## config.mk

```make
export PLATFORM = sky130hd
export DESIGN_NAME = rggen_apb_host_adapter
export DESIGN_NICKNAME = d
export VERILOG_FILES = /design/src/rtl/rggen_rtl_pkg.sv /design/src/rtl/rggen_access_timer.sv /design/src/rtl/rggen_apb_host_adapter.sv
export SDC_FILE = /design/constraint.sdc
export NUM_CORES = 1
export LEC_CHECK = 0
export CORE_MARGIN = 8
export CORE_UTILIZATION = 60
export CTS_CLUSTER_DIAMETER = 60
export CTS_CLUSTER_SIZE = 28
export DETAILED_ROUTE_END_ITERATION = 12
export DONT_BUFFER_PORTS = 1
export MAX_ROUTING_LAYER = met4
export PLACE_DENSITY = 0.87
export SLEW_MARGIN = 30
export SYNTH_ARGS = -nofsm -noshare
export SYNTH_HDL_FRONTEND = slang
export SYNTH_SLANG_ARGS = --single-unit
```

## constraint.sdc

```tcl
create_clock -name clk -period 2.3 [get_ports clk]
set_input_delay 0.345 -clock clk [delete_from_list [all_inputs] [get_ports clk]]
set_output_delay 0.345 -clock clk [all_outputs]
set_load 0.01 [all_outputs]
```

## src/rtl/rggen_rtl_pkg.sv

```systemverilog
// +----------------------------------------------------------------------------+
// | rggen_rtl_pkg: shared register-bus types and helpers                       |
// | Revision: 1.0                                                              |
// +----------------------------------------------------------------------------+
`default_nettype none

package rggen_rtl_pkg;

  typedef enum logic [1:0] {
    RGGEN_OKAY         = 2'd0,
    RGGEN_EXOKAY       = 2'd1,
    RGGEN_SLAVE_ERROR  = 2'd2,
    RGGEN_DECODE_ERROR = 2'd3
  } rggen_status;

  // The upper status bit separates the two error responses from the two OK ones.
  function automatic logic rggen_is_error(input rggen_status status);
    return status[1];
  endfunction

endpackage

`default_nettype wire

```

## src/rtl/rggen_access_timer.sv

```systemverilog
// +----------------------------------------------------------------------------+
// | rggen_access_timer: wait-cycle counter for a stalled register access      |
// | Revision: 1.0                                                              |
// +----------------------------------------------------------------------------+
`default_nettype none

module rggen_access_timer #(
  parameter int LIMIT = 255
) (
  input  logic clk,
  input  logic rst_n,
  input  logic i_clear,
  input  logic i_count,
  output logic o_expired
);

  localparam int COUNT_WIDTH = (LIMIT < 2) ? 1 : $clog2(LIMIT);

  logic [COUNT_WIDTH-1:0] count_d;
  logic [COUNT_WIDTH-1:0] count_q;

  always_comb begin
    count_d = count_q;
    if (i_clear) begin
      count_d = '0;
    end else if (i_count) begin
      count_d = count_q + COUNT_WIDTH'(1);
    end
  end

  always_ff @(posedge clk or negedge rst_n) begin
    if (!rst_n) begin
      count_q <= '0;
    end else begin
      count_q <= count_d;
    end
  end

  // Fires on the LIMIT-th stalled cycle, i.e. when the count is about to reach LIMIT.
  assign o_expired = (count_q == COUNT_WIDTH'(LIMIT - 1));

endmodule

`default_nettype wire

```

## src/rtl/rggen_apb_host_adapter.sv

```systemverilog
// +----------------------------------------------------------------------------+
// | rggen_apb_host_adapter: APB completer to rggen register-bus bridge         |
// | Optional wait-cycle timeout when RGGEN_APB_TIMEOUT_EN is defined.          |
// | Revision: 1.0                                                              |
// +----------------------------------------------------------------------------+
`default_nettype none

module rggen_apb_host_adapter
  import rggen_rtl_pkg::*;
#(
  parameter int ADDRESS_WIDTH  = 16,
  parameter int BUS_WIDTH      = 32,
  parameter int TIMEOUT_CYCLES = 255
) (
  input  logic                     clk,
  input  logic                     rst_n,
  input  logic                     i_psel,
  input  logic                     i_penable,
  input  logic                     i_pwrite,
  input  logic [ADDRESS_WIDTH-1:0] i_paddr,
  input  logic [BUS_WIDTH-1:0]     i_pwdata,
  input  logic [BUS_WIDTH/8-1:0]   i_pstrb,
  output logic                     o_pready,
  output logic                     o_pslverr,
  output logic [BUS_WIDTH-1:0]     o_prdata,
  output logic                     o_reg_valid,
  output logic                     o_reg_write,
  output logic [ADDRESS_WIDTH-1:0] o_reg_address,
  output logic [BUS_WIDTH-1:0]     o_reg_write_data,
  output logic [BUS_WIDTH-1:0]     o_reg_write_mask,
  input  logic                     i_reg_ready,
  input  logic [BUS_WIDTH-1:0]     i_reg_read_data,
  input  logic [1:0]               i_reg_status
);

  localparam int STRB_WIDTH = BUS_WIDTH / 8;

  typedef enum logic [1:0] {
    ST_IDLE = 2'd0,
    ST_BUSY = 2'd1,
    ST_DONE = 2'd2
  } state_e;

  state_e                   state_d,   state_q;
  logic                     valid_d,   valid_q;
  logic                     write_d,   write_q;
  logic [ADDRESS_WIDTH-1:0] address_d, address_q;
  logic [BUS_WIDTH-1:0]     wdata_d,   wdata_q;
  logic [BUS_WIDTH-1:0]     mask_d,    mask_q;
  logic                     pready_d,  pready_q;
  logic                     pslverr_d, pslverr_q;
  logic [BUS_WIDTH-1:0]     prdata_d,  prdata_q;

  logic [BUS_WIDTH-1:0]     strb_mask;
  logic                     setup_seen;
  logic                     timeout_expired;
  rggen_status              status;

  assign status     = rggen_status'(i_reg_status);
  assign setup_seen = (state_q == ST_IDLE) && i_psel && !i_penable;

  for (genvar i = 0; i < STRB_WIDTH; i++) begin : g_strb
    assign strb_mask[8*i +: 8] = {8{i_pstrb[i]}};
  end

`ifdef RGGEN_APB_TIMEOUT_EN
  rggen_access_timer #(
    .LIMIT     (TIMEOUT_CYCLES)
  ) u_timer (
    .clk       (clk),
    .rst_n     (rst_n),
    .i_clear   (setup_seen),
    .i_count   ((state_q == ST_BUSY) && !i_reg_ready),
    .o_expired (timeout_expired)
  );
`else
  logic timeout_unused;
  assign timeout_unused  = (TIMEOUT_CYCLES != 0);
  assign timeout_expired = 1'b0;
`endif

  always_comb begin
    state_d   = state_q;
    valid_d   = valid_q;
    write_d   = write_q;
    address_d = address_q;
    wdata_d   = wdata_q;
    mask_d    = mask_q;
    // Response outputs are single-cycle pulses; only the BUSY exit raises them.
    pready_d  = 1'b0;
    pslverr_d = 1'b0;
    prdata_d  = '0;

    case (state_q)
      ST_IDLE: begin
        if (setup_seen) begin
          state_d   = ST_BUSY;
          valid_d   = 1'b1;
          write_d   = i_pwrite;
          address_d = i_paddr;
          wdata_d   = i_pwdata;
          mask_d    = i_pwrite ? strb_mask : '1;
        end
      end
      ST_BUSY: begin
        // Ready wins over a simultaneous timeout so a late target still completes.
        if (valid_q && i_reg_ready) begin
          state_d   = ST_DONE;
          valid_d   = 1'b0;
          pready_d  = 1'b1;
          pslverr_d = rggen_is_error(status);
          prdata_d  = write_q ? '0 : i_reg_read_data;
        end else if (timeout_expired) begin
          state_d   = ST_DONE;
          valid_d   = 1'b0;
          pready_d  = 1'b1;
          pslverr_d = 1'b1;
        end
      end
      ST_DONE: begin
        state_d = ST_IDLE;
      end
      default: begin
        state_d = ST_IDLE;
        valid_d = 1'b0;
      end
    endcase
  end

  always_ff @(posedge clk or negedge rst_n) begin
    if (!rst_n) begin
      state_q   <= ST_IDLE;
      valid_q   <= 1'b0;
      write_q   <= 1'b0;
      address_q <= '0;
      wdata_q   <= '0;
      mask_q    <= '0;
      pready_q  <= 1'b0;
      pslverr_q <= 1'b0;
      prdata_q  <= '0;
    end else begin
      state_q   <= state_d;
      valid_q   <= valid_d;
      write_q   <= write_d;
      address_q <= address_d;
      wdata_q   <= wdata_d;
      mask_q    <= mask_d;
      pready_q  <= pready_d;
      pslverr_q <= pslverr_d;
      prdata_q  <= prdata_d;
    end
  end

  assign o_reg_valid      = valid_q;
  assign o_reg_write      = write_q;
  assign o_reg_address    = address_q;
  assign o_reg_write_data = wdata_q;
  assign o_reg_write_mask = mask_q;
  assign o_pready         = pready_q;
  assign o_pslverr        = pslverr_q;
  assign o_prdata         = prdata_q;

endmodule

`default_nettype wire
```

---- Yosys cells after proc, flatten, opt, wreduce, memory -nomap -nowiden ----
Index checks and enable logic that the tools add are counted.
word-level totals
  bits in registers ....................... 118
  input port bits ......................... 92
  output and inout bits ................... 116
  logic and storage cells ................. 36
cells by class
  equality and inequality tests ........... 4
  muxes and demuxes ....................... 14
  bitwise operators ....................... 1
  reductions and logical operators ........ 8
operators by type and width
  cell                  count
  $mux W32              4
  $mux W1               6
  $mux W2               2
  $ne A2 B2 Y1 const B  2
  $pmux W2 S2           1
  $reduce_and A2 Y1     2
  $logic_and A1 B1 Y1   3
  $pmux W1 S3           1
  $reduce_and A3 Y1     1
  $eq A2 B1 Y1 const B  1
  $eq A2 B2 Y1 const B  1
  $logic_not A2 Y1      1
  $logic_not A1 Y1      1
  $not A1 Y1            1

---- Longest topological paths before layout ----
  word-level depth ........................ 5
  depth in mapped cells ................... 4
  depth with buffers taken out ............ 2

---- Worst setup path after synthesis ----
OpenSTA, ideal clock, no wires.
  path kind ............................... reg-to-reg
  start ................................... register state_q[1]
  end ..................................... register address_q[10], in the netlist o_reg_address[10]
  setup time .............................. 0.125 ns
  arrival time ............................ 1.327 ns
  required time ........................... 2.175 ns
  path slack .............................. 0.848 ns
  cell stages (with the launch flop) ...... 5
  buffers on the path ..................... 2
  clock period less this slack ............ 1.452 ns
  cell sequence ........................... dfrtp_1 -> nor4b_2 -> buf_6 -> buf_12 -> mux2_4
on the way
  word-level cells in the longest chain between the ends .. 4
ends and longest elaborated chain
  what                                    line                                                        RTL
  start: declaration                      rggen_apb_host_adapter.sv:44                                state_e state_d, state_q;
  start signal: assignment                rggen_apb_host_adapter.sv:142                               state_q <= state_d;
  $logic_not A2 Y1 (*)                    rggen_apb_host_adapter.sv:60, rggen_apb_host_adapter.sv:94
  $logic_and A1 B1 Y1 (2 in series)       rggen_apb_host_adapter.sv:60                                assign setup_seen = (state_q == ST_IDLE) && i_psel && !i_penable;
  $reduce_and A2 Y1 (no source line) (*)  n/a
  end signal: assignment                  rggen_apb_host_adapter.sv:145                               address_q <= address_d;
  end: declaration                        rggen_apb_host_adapter.sv:47                                logic [ADDRESS_WIDTH-1:0] address_d, address_q;
Every way passes the cells marked *; elsewhere a longest branch is shown, timed or not.
A chain may end at the register's enable or synchronous reset.

---- Worst setup path after layout ----
  start ................................... register state_q[1]
  end ..................................... register wdata_q[10], in the netlist o_reg_write_data[10]
on the way
  word-level cells in the longest chain between the ends .. 4
ends and longest elaborated chain
  what                                    line                                                        RTL
  $logic_not A2 Y1 (*)                    rggen_apb_host_adapter.sv:60, rggen_apb_host_adapter.sv:94
  $logic_and A1 B1 Y1 (2 in series)       rggen_apb_host_adapter.sv:60
  $reduce_and A2 Y1 (no source line) (*)  n/a
  end signal: assignment                  rggen_apb_host_adapter.sv:146                               wdata_q <= wdata_d;
  end: declaration                        rggen_apb_host_adapter.sv:48                                logic [BUS_WIDTH-1:0] wdata_d, wdata_q;
Marks and branches as above.

==> reports/results.tsv <==
stage	metric	value	unit
power_and_ir_drop	P_sw	1.75	mW
sta	Clock Skews	0.00781	ns
cts	CTS Buffer Depth	2	
floorplanning	Initial Util	62.3	%
sta	setup TNS	0	ns
synthesis	commonest register cell after synthesis	dfrtp_1	
synthesis	register area share after synthesis	60.7	%
floorplanning	DIE AREA	8960	sq um
worst_setup_path	Max FO, Critical Path	22	
status	result of the run	finished with violations	
finish	Area Growth Syn to Fin	-0.506	%
worst_setup_path	Critical Path RT	2.52	ns
finish	Inserted Diodes	0	
cts	H-tree lvl count	3	
sta	RSZ-0062 raised after global routing	false	
synthesis	Post-synth ARST share	100	%
sta	PnR worst setup slack	0.609	ns
routing	vias per cell	5.63	
worst_setup_path	slowest CP cell	dfrtp_1	
flow_run	Max-Cap Viols	0	
power_and_ir_drop	Internal Power	3.38	mW
place	setup slack after placement	0.608	ns
worst_setup_path	Worst setup EP type	flop	
routing	total number of vias	1598	
place	Routability Congestion	0.754	
sta	Final Hold Viols	90	
grt	vias in the first global route	1833	
sta	max_slew headroom	49.1	%
floorplanning	Site Rows	28	
grt	Global Route Usage Sum	16.3	%
synthesis	Yosys warnings	0	
worst_setup_path	worst-path cell chain	nor4b_4 -> buf_4 -> mux2_4	
synthesis	Unique masters post-synth	18	
status	failing checks	negative hold slack	
sta	Slew @ Worst Pin	0.763	ns
synthesis	post-synth top area share	60.7	%
cts	worst skew pair latency	0.34	ns
worst_setup_path	CP arrival	1.91	ns
synthesis	count leader, synth	dfrtp_1	
worst_setup_path	Buf+Inv Stages, Crit Path	1	
synthesis	list of most frequent post-synthesis cells	dfrtp_1 (90), mux2_4 (48), nor3b_1 (32), buf_4 (28), clkbuf_1 (6)	
routing	Pre-Repair DR Iteration Count	4	
synthesis	simple-gate area share of the yosys netlist	7.99	%
sta	Hold Worst Slack	-0.309	ns
worst_setup_path	Reg2Reg Depth	3	
grt	first-pass GRT wire length	10500	um
synthesis	cell taking the most area after synthesis	dfrtp_1	
grt	largest net degree at the start of global routing	91	
routing	Total Wirelength	7370	um
synthesis	largest family of logic cells by synthesized area	multiplexers	
cts	clk root buf	clkbuf_8	
worst_hold_path	Hold Path Class	input port to async pin	
place	number of buffers inserted by port buffering	0	
synthesis	FF+latch count, synth	90	
power_and_ir_drop	sequential power share	58.8	%
synthesis	Post-Synthesis Cell Area	3710	sq um
finish	Final #Nets	297	
power_and_ir_drop	Logic pwr share	21.5	%
worst_setup_path	Crit Path Class	flop to flop	
routing	WL per Instance	25.9	um
synthesis	XOR/XNOR Fraction of Synth Area	0	%
synthesis	post-synthesis mux area share	20.9	%
synthesis	Synth Area in Adders	0	%
synthesis	syn avg cell area	16.1	sq um
sta	Tmin final	1.69	ns
finish	layout cells sized above 1	34.4	%
power_and_ir_drop	switching share of power	34.2	%
sta	fmax	591	MHz
synthesis	number of flops mapped to enable cells by yosys	0	
worst_setup_path	Worst setup SP type	flop	
routing	Antenna Nets Post-Route	0	
synthesis	compound-gate portion of the synthesized area	0.573	%
cts	CTS tree	built	
cts	Clock transition at path regs	0.08	ns
cts	Num CTS Buffers	9	
floorplanning	die width	94.6	um
worst_setup_path	cell family with most CP delay	flip-flops	
floorplanning	Core Area	5960	sq um
power_and_ir_drop	P_leak	1.70	nW
sta	Slew Limit Fails	0	
floorplanning	Top Ports	208	
routing	First DRT Iteration DRCs	63	
power_and_ir_drop	Clk pwr share	19.7	%
place	Area after DPL	3510	sq um
power_and_ir_drop	pwr dens	1390	nW/um^2
synthesis	cell count after synthesis	231	
routing	Post-route DRC	0	
power_and_ir_drop	total power	5.13	mW
synthesis	Synthesized Nets	323	
finish	Final Cell Area	3690	sq um
cts	CTS sink count	90	
worst_setup_path	Stages on worst setup path	3	
sta	post-route clock period utilization	73.5	%
place	hpwl dp	5340	um
floorplanning	die height	94.6	um
sta	Setup violations, final	0	
grt	initial antenna violation count	0	
worst_setup_path	slowest stage delay, CP	0.43	ns
synthesis	ranking of synthesized cells by area	dfrtp_1 (61%), mux2_4 (19%), nor3b_1 (6.5%), buf_4 (5.7%), buf_12 (2.7%)	
grt	grt ovf	0	
power_and_ir_drop	worst ir drop on vdd	0.956	mV
==> metal layers <==
layer | vias to the layer above | global-route usage (%) | wire length [um]
met1 | 811 | 18.0 | 2790
met4 | 0 | 8.71 | 111
met2 | 83 | 26.3 | 3880
met5 | - | - | 0
met3 | 8 | 4.37 | 581
li1 | 696 | - | -
==> sequential cells by signal (all words and copies together), names as in the netlist <==
signal            count
o_prdata             32
o_pready              1
o_pslverr             1
o_reg_address        16
o_reg_valid           1
o_reg_write           1
o_reg_write_data     32
o_reg_write_mask      4
state_q               2
==> area by class of cell <==
| type | count | area (sq um) |
|---|---|---|
| Clock buffer | 12 | 145 |
| Clock inverter | 3 | 40.0 |
| Fill cell | 441 | 2260 |
| Inverter | 4 | 15.0 |
| Multi-Input combinational cell | 96 | 1100 |
| Sequential cell | 90 | 2250 |
| Tap cell | 75 | 93.8 |
| Timing Repair Buffer | 4 | 42.5 |
==> cell usage in the layout, fill, tap and decap left out <==
cell type,count
clkbuf_1,2
dfrtp_1,90
a31o_2,1
clkbuf_8,10
buf_12,1
mux2_2,5
nor2_1,1
buf_4,3
nand2b_1,4
clkinv_2,2
inv_1,4
nor3b_1,32
nand2_1,1
nand4b_1,1
o21ai_0,1
bufinv_16,1
nor4b_4,1
a21o_1,1
mux2_4,48
==> power groups by stage <==
| stage | Clock, mW | Sequential (mW) | Combinational [mW] |
|---|---|---|---|
| 2_1_floorplan | 0 | 2.73 | 1.51 |
| 4_1_cts | 1.04 | 3.04 | 1.12 |
| 5_1_grt | 1.11 | 3.11 | 1.18 |
| 6_report | 1.01 | 3.02 | 1.10 |
| 3_3_place_gp | 0 | 3.04 | 1.05 |
| 3_5_place_dp | 0 | 3.06 | 1.11 |
==> final timing paths <==
kind                                     start                   end  slack (ns)
max                                 state_q[1]  o_reg_write_data[10]        0.61
min                                      rst_n      o_reg_address[5]       -0.31
max reg2reg                         state_q[1]  o_reg_write_data[10]        0.61
min reg2reg                o_reg_write_data[0]   o_reg_write_data[0]        0.59
max in group asynchronous                rst_n            state_q[0]        2.47
min in group clk               i_reg_status[1]             o_pslverr        0.13
==> cell families (layout without fill, tap and decap cells) <==
logic type | count (synthesis) | after routing
AO/OA/AOI/OAI | 3 | 3
multiplexers | 53 | 53
AND/OR/NAND/NOR | 40 | 40
buffers and inverters | 45 | 23
flip-flops | 90 | 90
==> per-stage QoR <==
stage               util [%]  std cells
floorplan                  -        231
global placement        58.9        269
detailed placement      58.9        269
CTS                     62.0        284
global route            62.0        284
finish                  62.0        284
==> timing repair <==
| item | 4_1_cts | 5_1_grt |
|---|---|---|
| hold endpoints to repair | 90 | 90 |
| resized for setup | 0 | 0 |
| setup buffers | 0 | 0 |
Note: power is estimated with default switching activity, not from simulation.
